<file path="src/rtl/seq_ctrl.sv">
// seq_ctrl: multi-cycle run-control sequencer for the Y86-64 SEQ core.
// Holds the registered PC and steps each instruction through
// FETCH, DECODE, EXECUTE, MEMORY, WRITEBACK and PCUPD. It also tracks the
// Y86 status code and supports single-step and data-memory wait states.
// Optional feature macro: SEQ_CTRL_PERF_CNT_EN enables the cycle and
// retired-instruction counters. When it is undefined, both counters read 0.

module seq_ctrl #(
  parameter int                ADDR_W   = 64,
  parameter logic [ADDR_W-1:0] RESET_PC = ADDR_W'(32),
  parameter int                CNT_W    = 32
) (
  input  logic              clk,
  input  logic              rst_n,
  input  logic              start,
  input  logic              step,
  input  logic              clear,
  input  logic [3:0]        icode,
  input  logic              instr_valid,
  input  logic              imem_error,
  input  logic              mem_ready,
  input  logic              dmem_error,
  input  logic [ADDR_W-1:0] updated_pc,
  output logic [ADDR_W-1:0] PC,
  output logic              fetch_en,
  output logic              decode_en,
  output logic              exec_en,
  output logic              mem_en,
  output logic              wb_en,
  output logic              pc_we,
  output logic [2:0]        stat,
  output logic              running,
  output logic              halted,
  output logic [CNT_W-1:0]  cycle_count,
  output logic [CNT_W-1:0]  instr_count
);

  // Y86 status codes
  localparam logic [2:0] STAT_AOK = 3'd1;
  localparam logic [2:0] STAT_HLT = 3'd2;
  localparam logic [2:0] STAT_ADR = 3'd3;
  localparam logic [2:0] STAT_INS = 3'd4;

  // The halt instruction's icode
  localparam logic [3:0] ICODE_HALT = 4'h0;

  typedef enum logic [2:0] {
    IDLE      = 3'd0,
    FETCH     = 3'd1,
    DECODE    = 3'd2,
    EXECUTE   = 3'd3,
    MEMORY    = 3'd4,
    WRITEBACK = 3'd5,
    PCUPD     = 3'd6,
    HALT      = 3'd7
  } state_t;

  state_t            state_q, state_d;
  logic [ADDR_W-1:0] pc_q, pc_d;
  logic [2:0]        stat_q, stat_d;

  // State, PC and status registers. Reset aborts any in-flight instruction.
  always_ff @(posedge clk or negedge rst_n) begin
    if (!rst_n) begin
      state_q <= IDLE;
      pc_q    <= RESET_PC;
      stat_q  <= STAT_AOK;
    end else begin
      state_q <= state_d;
      pc_q    <= pc_d;
      stat_q  <= stat_d;
    end
  end

  // Next-state logic. The PC moves only at PCUPD or on clear from HALT, and
  // stays on the faulting instruction when a fault sends us to HALT.
  always_comb begin
    state_d = state_q;
    pc_d    = pc_q;
    stat_d  = stat_q;
    unique case (state_q)
      IDLE: begin
        if (start) state_d = FETCH;
      end
      FETCH: begin
        if (imem_error) begin
          state_d = HALT;
          stat_d  = STAT_ADR;
        end else if (!instr_valid) begin
          state_d = HALT;
          stat_d  = STAT_INS;
        end else if (icode == ICODE_HALT) begin
          state_d = HALT;
          stat_d  = STAT_HLT;
        end else begin
          state_d = DECODE;
        end
      end
      DECODE:  state_d = EXECUTE;
      EXECUTE: state_d = MEMORY;
      MEMORY: begin
        if (mem_ready) begin
          if (dmem_error) begin
            state_d = HALT;
            stat_d  = STAT_ADR;
          end else begin
            state_d = WRITEBACK;
          end
        end
      end
      WRITEBACK: state_d = PCUPD;
      PCUPD: begin
        pc_d    = updated_pc;
        state_d = step ? IDLE : FETCH;
      end
      HALT: begin
        if (clear) begin
          state_d = IDLE;
          pc_d    = RESET_PC;
          stat_d  = STAT_AOK;
        end
      end
      default: state_d = IDLE;
    endcase
  end

  // Moore outputs decoded purely from the state register, so they cannot glitch on inputs.
  always_comb begin
    fetch_en  = 1'b0;
    decode_en = 1'b0;
    exec_en   = 1'b0;
    mem_en    = 1'b0;
    wb_en     = 1'b0;
    pc_we     = 1'b0;
    running   = 1'b1;
    halted    = 1'b0;
    unique case (state_q)
      IDLE:      running   = 1'b0;
      FETCH:     fetch_en  = 1'b1;
      DECODE:    decode_en = 1'b1;
      EXECUTE:   exec_en   = 1'b1;
      MEMORY:    mem_en    = 1'b1;
      WRITEBACK: wb_en     = 1'b1;
      PCUPD:     pc_we     = 1'b1;
      HALT: begin
        running = 1'b0;
        halted  = 1'b1;
      end
      default:   running   = 1'b0;
    endcase
  end

  assign PC   = pc_q;
  assign stat = stat_q;

`ifdef SEQ_CTRL_PERF_CNT_EN
  logic [CNT_W-1:0] cycle_q;
  logic [CNT_W-1:0] instr_q;

  // Performance counters: active cycles (wait states and the faulting cycle included) and retired instructions.
  // Both wrap naturally, and clear does not reset them.
  always_ff @(posedge clk or negedge rst_n) begin
    if (!rst_n) begin
      cycle_q <= '0;
      instr_q <= '0;
    end else begin
      if (running)          cycle_q <= cycle_q + CNT_W'(1);
      if (state_q == PCUPD) instr_q <= instr_q + CNT_W'(1);
    end
  end

  assign cycle_count = cycle_q;
  assign instr_count = instr_q;
`else
  assign cycle_count = '0;
  assign instr_count = '0;
`endif

endmodule

</file>
<file path="config.mk">
export PLATFORM = sky130hd
export DESIGN_NAME = seq_ctrl
export DESIGN_NICKNAME = d
export VERILOG_FILES = /design/src/rtl/seq_ctrl.sv
export SDC_FILE = /design/constraint.sdc
export NUM_CORES = 1
export LEC_CHECK = 0
export BUFFER_PORTS_ARGS = -buffer_cell sky130_fd_sc_hd__buf_2
export CELL_PAD_IN_SITES_DETAIL_PLACEMENT = 1
export CELL_PAD_IN_SITES_GLOBAL_PLACEMENT = 1
export CORE_ASPECT_RATIO = 0.5
export CORE_MARGIN = 5
export CORE_UTILIZATION = 31
export DETAILED_ROUTE_END_ITERATION = 16
export GPL_ROUTABILITY_DRIVEN = 1
export PLACE_DENSITY_LB_ADDON = 0.1
export SLEW_MARGIN = 20
export SYNTH_ARGS = -nofsm -noshare
export SYNTH_HDL_FRONTEND = slang
export SYNTH_SLANG_ARGS = --single-unit
</file>
<file path="constraint.sdc">
create_clock -name clk -period 1.8 [get_ports clk]
set_input_delay 0.36 -clock clk [delete_from_list [all_inputs] [get_ports clk]]
set_output_delay 0.36 -clock clk [all_outputs]
set_load 0.01 [all_outputs]
</file>
==> flow_metrics.env, run 1 <==
export IMPL_synth_edf_count=0
export IMPL_synthDistinctLibCells=33
export IMPL_final_core_util_pct=41.1
export IMPL_status="complete, no violations"
export IMPL_fin_ws_ns=0.0915
export IMPL_finalNonFillerCells=551
export IMPL_die_x_um=154
export IMPL_drv_slew=0
export IMPL_slowest_stage="dfrtp_2"
export IMPL_ir_worst_vdd_v=0.000598
export IMPL_critPathArrivalTime_ns=1.35
export IMPL_required_ns=1.44
export IMPL_ctsLongestPathBuffers=2
export IMPL_nFillCells=1157
export IMPL_wl_per_cell_um=17.0
export IMPL_avgViaCountPerCell=4.46
export IMPL_avgSynthCellArea_um2=12.6
export IMPL_final_min_clock_period_ns=1.71
export IMPL_p_leak_nw=2.35
export IMPL_num_vias=2457
export IMPL_cap_violations=0
export IMPL_post_synth_top_area_fraction_pct=52.6
export IMPL_wirelength_um=9340
export IMPL_rsz0062_at_grt="no"
export IMPL_netlist_instances=257
export IMPL_dpl_cell_count=535
export IMPL_seq_area_frac_synth_pct=54.3
export IMPL_io_pins=216
export IMPL_cp_end_kind="output port"
export IMPL_layout_common_cells="151 x buf_2, 65 x dfrtp_1, 65 x a22o_1"
export IMPL_num_antenna_cells=0
export IMPL_path_max_fanout=15
export IMPL_hp_class="primary input to async pin"
export IMPL_clkTransAtPathRegs_ns=0.06
export IMPL_numCtsBuffers=9
export IMPL_dp_hpwl_um=6860
export IMPL_fmax_ghz=0.585
export IMPL_clock_sink_count=70
export IMPL_setup_viol=0
export IMPL_final_common_cell="buf_2"
export IMPL_synth_seq_cells=70
export IMPL_post_place_ws_ns=0.212
export IMPL_grt_pass1_wl_um=14000
export IMPL_core_area_um2=10200
export IMPL_htree_levels=3
export IMPL_crit_family="flip-flops"
export IMPL_timing_hold_ws_ns=0.0476
export IMPL_drtPass1Iterations=4
export IMPL_drtAntennaViolNets=0
export IMPL_syn2layout_area_growth_pct=29.5
export IMPL_fin_skew_ns=0.00458
export IMPL_grt_usage_pct=13.9
export IMPL_die_area_um2=12700
export IMPL_drive_gt1_share_pct=45.0
export IMPL_setup_tns_ns=0
export IMPL_antenna_found_initial=0
export IMPL_drc=0
export IMPL_initial_core_util_pct=31.8
export IMPL_finalHoldViolations=0
export IMPL_synth_area_leaders="dfrtp_1 53%, a22o_1 18%, buf_4 16%"
export IMPL_startpoint_type="register"
export IMPL_nNetsFinal=483
export IMPL_path_cells="and3_4 > a21oi_1 > buf_2"
export IMPL_period_share_pct=94.9
export IMPL_postCtsSetupBuffers=0
export IMPL_critPathBufInv=1
export IMPL_clkLatencyLatePin_ns=0.32
export IMPL_busiest_layer="met2"
export IMPL_grtUsageMet1_pct=15.3
export IMPL_place_gp_congestion=0.766
export IMPL_die_h_um=82.2
export IMPL_portBuffers=151
export IMPL_groute_layer_met3_usage_pct=3.90
export IMPL_ys_async_sr_fraction_pct=100
export IMPL_grt_pass1_vias=2650
export IMPL_cts_tree="done"
export IMPL_max_stage_delay_ns=0.50
export IMPL_use_met2_pct=26.0
export IMPL_yosysWarnings=0
export IMPL_crit_type="register to output port"
export IMPL_synth_area_leader_cell="dfrtp_1"
export IMPL_rows=26
export IMPL_power_density_nw_per_um2=1870
export IMPL_synth_ff_type="dfrtp_1"
export IMPL_overflow=0
export IMPL_grt_max_degree=71
export IMPL_synth_area_um2=3230
export IMPL_drtIter0Drc=77
export IMPL_cts_root_buf="clkbuf_16"
worst reg2reg max path: stages (launching register included):
cell	delay, ns
dfrtp_2	0.49
inv_2	0.14
and3_2	0.21
buf_4	0.38
a22o_1	0.24
area by class of cell:
| type | count | area [um^2] | share of cell area [%] |
|---|---|---|---|
| inverters | 5 | 18.8 | 0.448 |
| clock inverters | 6 | 116 | 2.78 |
| clock buffers | 10 | 239 | 5.71 |
| well taps | 140 | 175 | 4.18 |
| repair buffers | 155 | 811 | 19.4 |
| flip-flops and latches | 70 | 1760 | 42.0 |
| multi-input cells | 165 | 1070 | 25.5 |
layer usage:
metal | routed length [um] | up-vias
met1 | 3650 | 1218
met2 | 4860 | 125
met3 | 677 | 12
met4 | 147 | 0
li1 | - | 1102
met5 | 0 | -
where the power goes:
part           switching [mW]  internal [mW]
Sequential              0.480           2.28
Combinational            1.58           1.40
Clock                   0.674           1.40
Total                    2.74           5.08
through the flow:
step / power, mW / instance area (um^2)
after floorplan: 4.79 / 3470
after global placement: 5.69 / 3830
after detailed placement: 5.79 / 3830
after CTS: 7.95 / 4190
after global routing: 8.31 / 4190
final: 7.82 / 4190
timing repair:
item                       4_1_cts  5_1_grt
hold buffers                     0        0
setup endpoints to repair        1        4
resized for setup                1        2
cells in the mapped netlist (2+ instances only):
cell and n:
nor2_1 6, o21ai_0 2, a22o_1 65, inv_1 3, dfrtp_1 68, o21ai_1 2
dfstp_2 2, a21oi_1 2, buf_6 8, nor3_1 2, and3_1 4, buf_4 71
inv_2 2
final timing paths:
path / start / slack [ns] / depth (start not counted) / to
max: state_q[1]$_DFFE_PN0P_ / 0.09 / 3 / running
max in group asynchronous: rst_n / 1.40 / 2 / PC[5]$_DFFE_PN1P_
min in group clk: updated_pc[36] / 0.26 / 2 / PC[36]$_DFFE_PN0P_
min: rst_n / 0.05 / 2 / stat[2]$_DFFE_PN0P_
max reg2reg: state_q[0]$_DFFE_PN0P_ / 0.29 / 4 / PC[44]$_DFFE_PN0P_
min reg2reg: PC[5]$_DFFE_PN1P_ / 0.47 / 2 / PC[5]$_DFFE_PN1P_
cell families after synthesis:
logic type,after synthesis,synth area share (%)
AOI/OAI and AO/OA,80,21.2
other,1,0.116
muxes,2,0.774
DFF,70,54.3
buffers and inverters,85,20.0
and+or+nand+nor,19,3.60
flip-flops by register name, indices dropped and copies added, names as in the netlist:
name / flops
PC: 64
stat: 3
state_q: 3
(Power assumes the default switching activity.)
==> inputs of run 2 (changes only) <==
Settings changed: HOLD_SLACK_MARGIN from default to 0.08, MAX_ROUTING_LAYER from default to met4.
==> flow_metrics.env, run 2 (same netlist as run 1, synthesis figures left out) <==
export IMPL_grt_pass1_wl_um=14000
export IMPL_wl_per_cell_um=16.9
export IMPL_busiest_layer="met2"
export IMPL_hp_class="primary input to register"
export IMPL_ir_worst_vdd_v=0.000599
export IMPL_status="complete, no violations"
export IMPL_place_gp_congestion=0.776
export IMPL_nNetsFinal=484
export IMPL_use_met2_pct=26.2
export IMPL_critPathArrivalTime_ns=1.35
export IMPL_groute_layer_met3_usage_pct=3.64
export IMPL_drc=0
export IMPL_overflow=0
export IMPL_die_area_um2=12700
export IMPL_crit_type="register to output port"
export IMPL_rsz0062_at_grt="no"
export IMPL_startpoint_type="register"
export IMPL_finalNonFillerCells=552
export IMPL_r2r_cells=4
export IMPL_cts_tree="done"
export IMPL_finalHoldViolations=0
export IMPL_layout_common_cells="151 x buf_2, 65 x dfrtp_1, 65 x a22o_1"
export IMPL_grt_pass1_vias=2672
export IMPL_num_vias=2470
export IMPL_cp_end_kind="output port"
export IMPL_grt_usage_pct=14.3
export IMPL_die_x_um=154
export IMPL_nFillCells=1156
export IMPL_htree_levels=3
export IMPL_fin_ws_ns=0.0904
export IMPL_grtUsageMet1_pct=15.3
export IMPL_setup_tns_ns=0
export IMPL_dpl_cell_count=535
export IMPL_r2r_start="state_q[0]$_DFFE_PN0P_"
export IMPL_path_max_fanout=15
export IMPL_drtAntennaViolNets=0
export IMPL_setup_viol=0
export IMPL_worstHoldEndpoint="PC[38]$_DFFE_PN0P_"
export IMPL_p_leak_nw=2.36
export IMPL_fin_skew_ns=0.00458
export IMPL_cts_root_buf="clkbuf_16"
export IMPL_ff2ff_setup_slack_ns=0.28
export IMPL_dp_hpwl_um=6860
export IMPL_grt_max_degree=71
export IMPL_clkTransAtPathRegs_ns=0.06
export IMPL_clock_sink_count=70
export IMPL_post_place_ws_ns=0.212
export IMPL_wirelength_um=9330
export IMPL_core_area_um2=10200
export IMPL_postCtsSetupBuffers=0
export IMPL_final_min_clock_period_ns=1.71
export IMPL_largest_reg_flops=64
export IMPL_avgViaCountPerCell=4.47
export IMPL_drive_gt1_share_pct=44.9
export IMPL_ctsLongestPathBuffers=2
export IMPL_num_antenna_cells=0
export IMPL_cap_violations=0
export IMPL_initial_core_util_pct=31.8
export IMPL_drtIter0Drc=103
export IMPL_syn2layout_area_growth_pct=29.8
export IMPL_hold_depth=2
export IMPL_hold_start="updated_pc[38]"
export IMPL_antenna_found_initial=0
export IMPL_period_share_pct=95.0
export IMPL_io_pins=216
export IMPL_rows=26
export IMPL_fmax_ghz=0.585
export IMPL_clkLatencyLatePin_ns=0.32
export IMPL_final_common_cell="buf_2"
export IMPL_p_total_mw=7.82
export IMPL_timing_hold_ws_ns=0.257
export IMPL_numCtsBuffers=9
export IMPL_drv_slew=0
export IMPL_die_h_um=82.2
export IMPL_required_ns=1.44
export IMPL_worstReg2RegEnd="PC[44]$_DFFE_PN0P_"
export IMPL_power_density_nw_per_um2=1860
export IMPL_portBuffers=151
export IMPL_drtPass1Iterations=4
run 2: changes by cell type in the layout (fill, tap and decap cells not counted):
cell / change
dlygate4sd3_1: +1
run 2: area by class of cell:
cell class              count  area (um^2)  area share, %
well taps                 140          175           4.17
clock buffers              10          239           5.69
clock inverters             6          116           2.77
inverters                   5         18.8          0.447
multi-input cells         165         1070           25.5
flip-flops and latches     70         1760           41.9
repair buffers            156          821           19.6
run 2: worst max path at each step:
stage,startpoint,endpoint,slack (ns)
6_report,state_q[1]$_DFFE_PN0P_,running,0.09
5_1_grt,state_q[1]$_DFFE_PN0P_,running,0.01
4_1_cts,state_q[0]$_DFFE_PN0P_,fetch_en,0.02
3_5_place_dp,state_q[1]$_DFFE_PN0P_,PC[34]$_DFFE_PN0P_,0.21
3_3_place_gp,icode[1],stat[1]$_DFFE_PN0P_,0.23
2_1_floorplan,state_q[2]$_DFFE_PN0P_,stat[1]$_DFFE_PN0P_,0.34
run 2: per-layer routing:
layer	up-vias	wire (um)
li1	1104	-
met1	1229	3650
met2	125	4880
met3	12	656
met4	0	143
met5	-	0
run 2: where the power goes:
| part | internal (mW) | switching, mW | leakage [nW] |
|---|---|---|---|
| sequential | 2.28 | 0.481 | 0.881 |
| clock | 1.40 | 0.674 | 0.174 |
| combinational | 1.40 | 1.58 | 1.30 |
| total | 5.08 | 2.73 | 2.36 |
run 2: repair_timing:
item | in CTS | in global routing
gates resized for setup | 1 | 2
hold buffers | 1 | 0
pin swaps | 0 | 0
setup endpoints to repair | 1 | 4
hold endpoints to repair | 19 | 0
run 2: critical path, cell delays in order, from the launching register on:
cell and delay (ns):
dfrtp_2 0.50, and3_4 0.22, a21oi_1 0.14, buf_2 0.16
run 2: metrics by stage:
stage	util, %	area, um^2
after floorplan	-	3470
after global placement	37.6	3830
after detailed placement	37.6	3830
after CTS	41.2	4200
after global routing	41.2	4200
final	41.2	4200
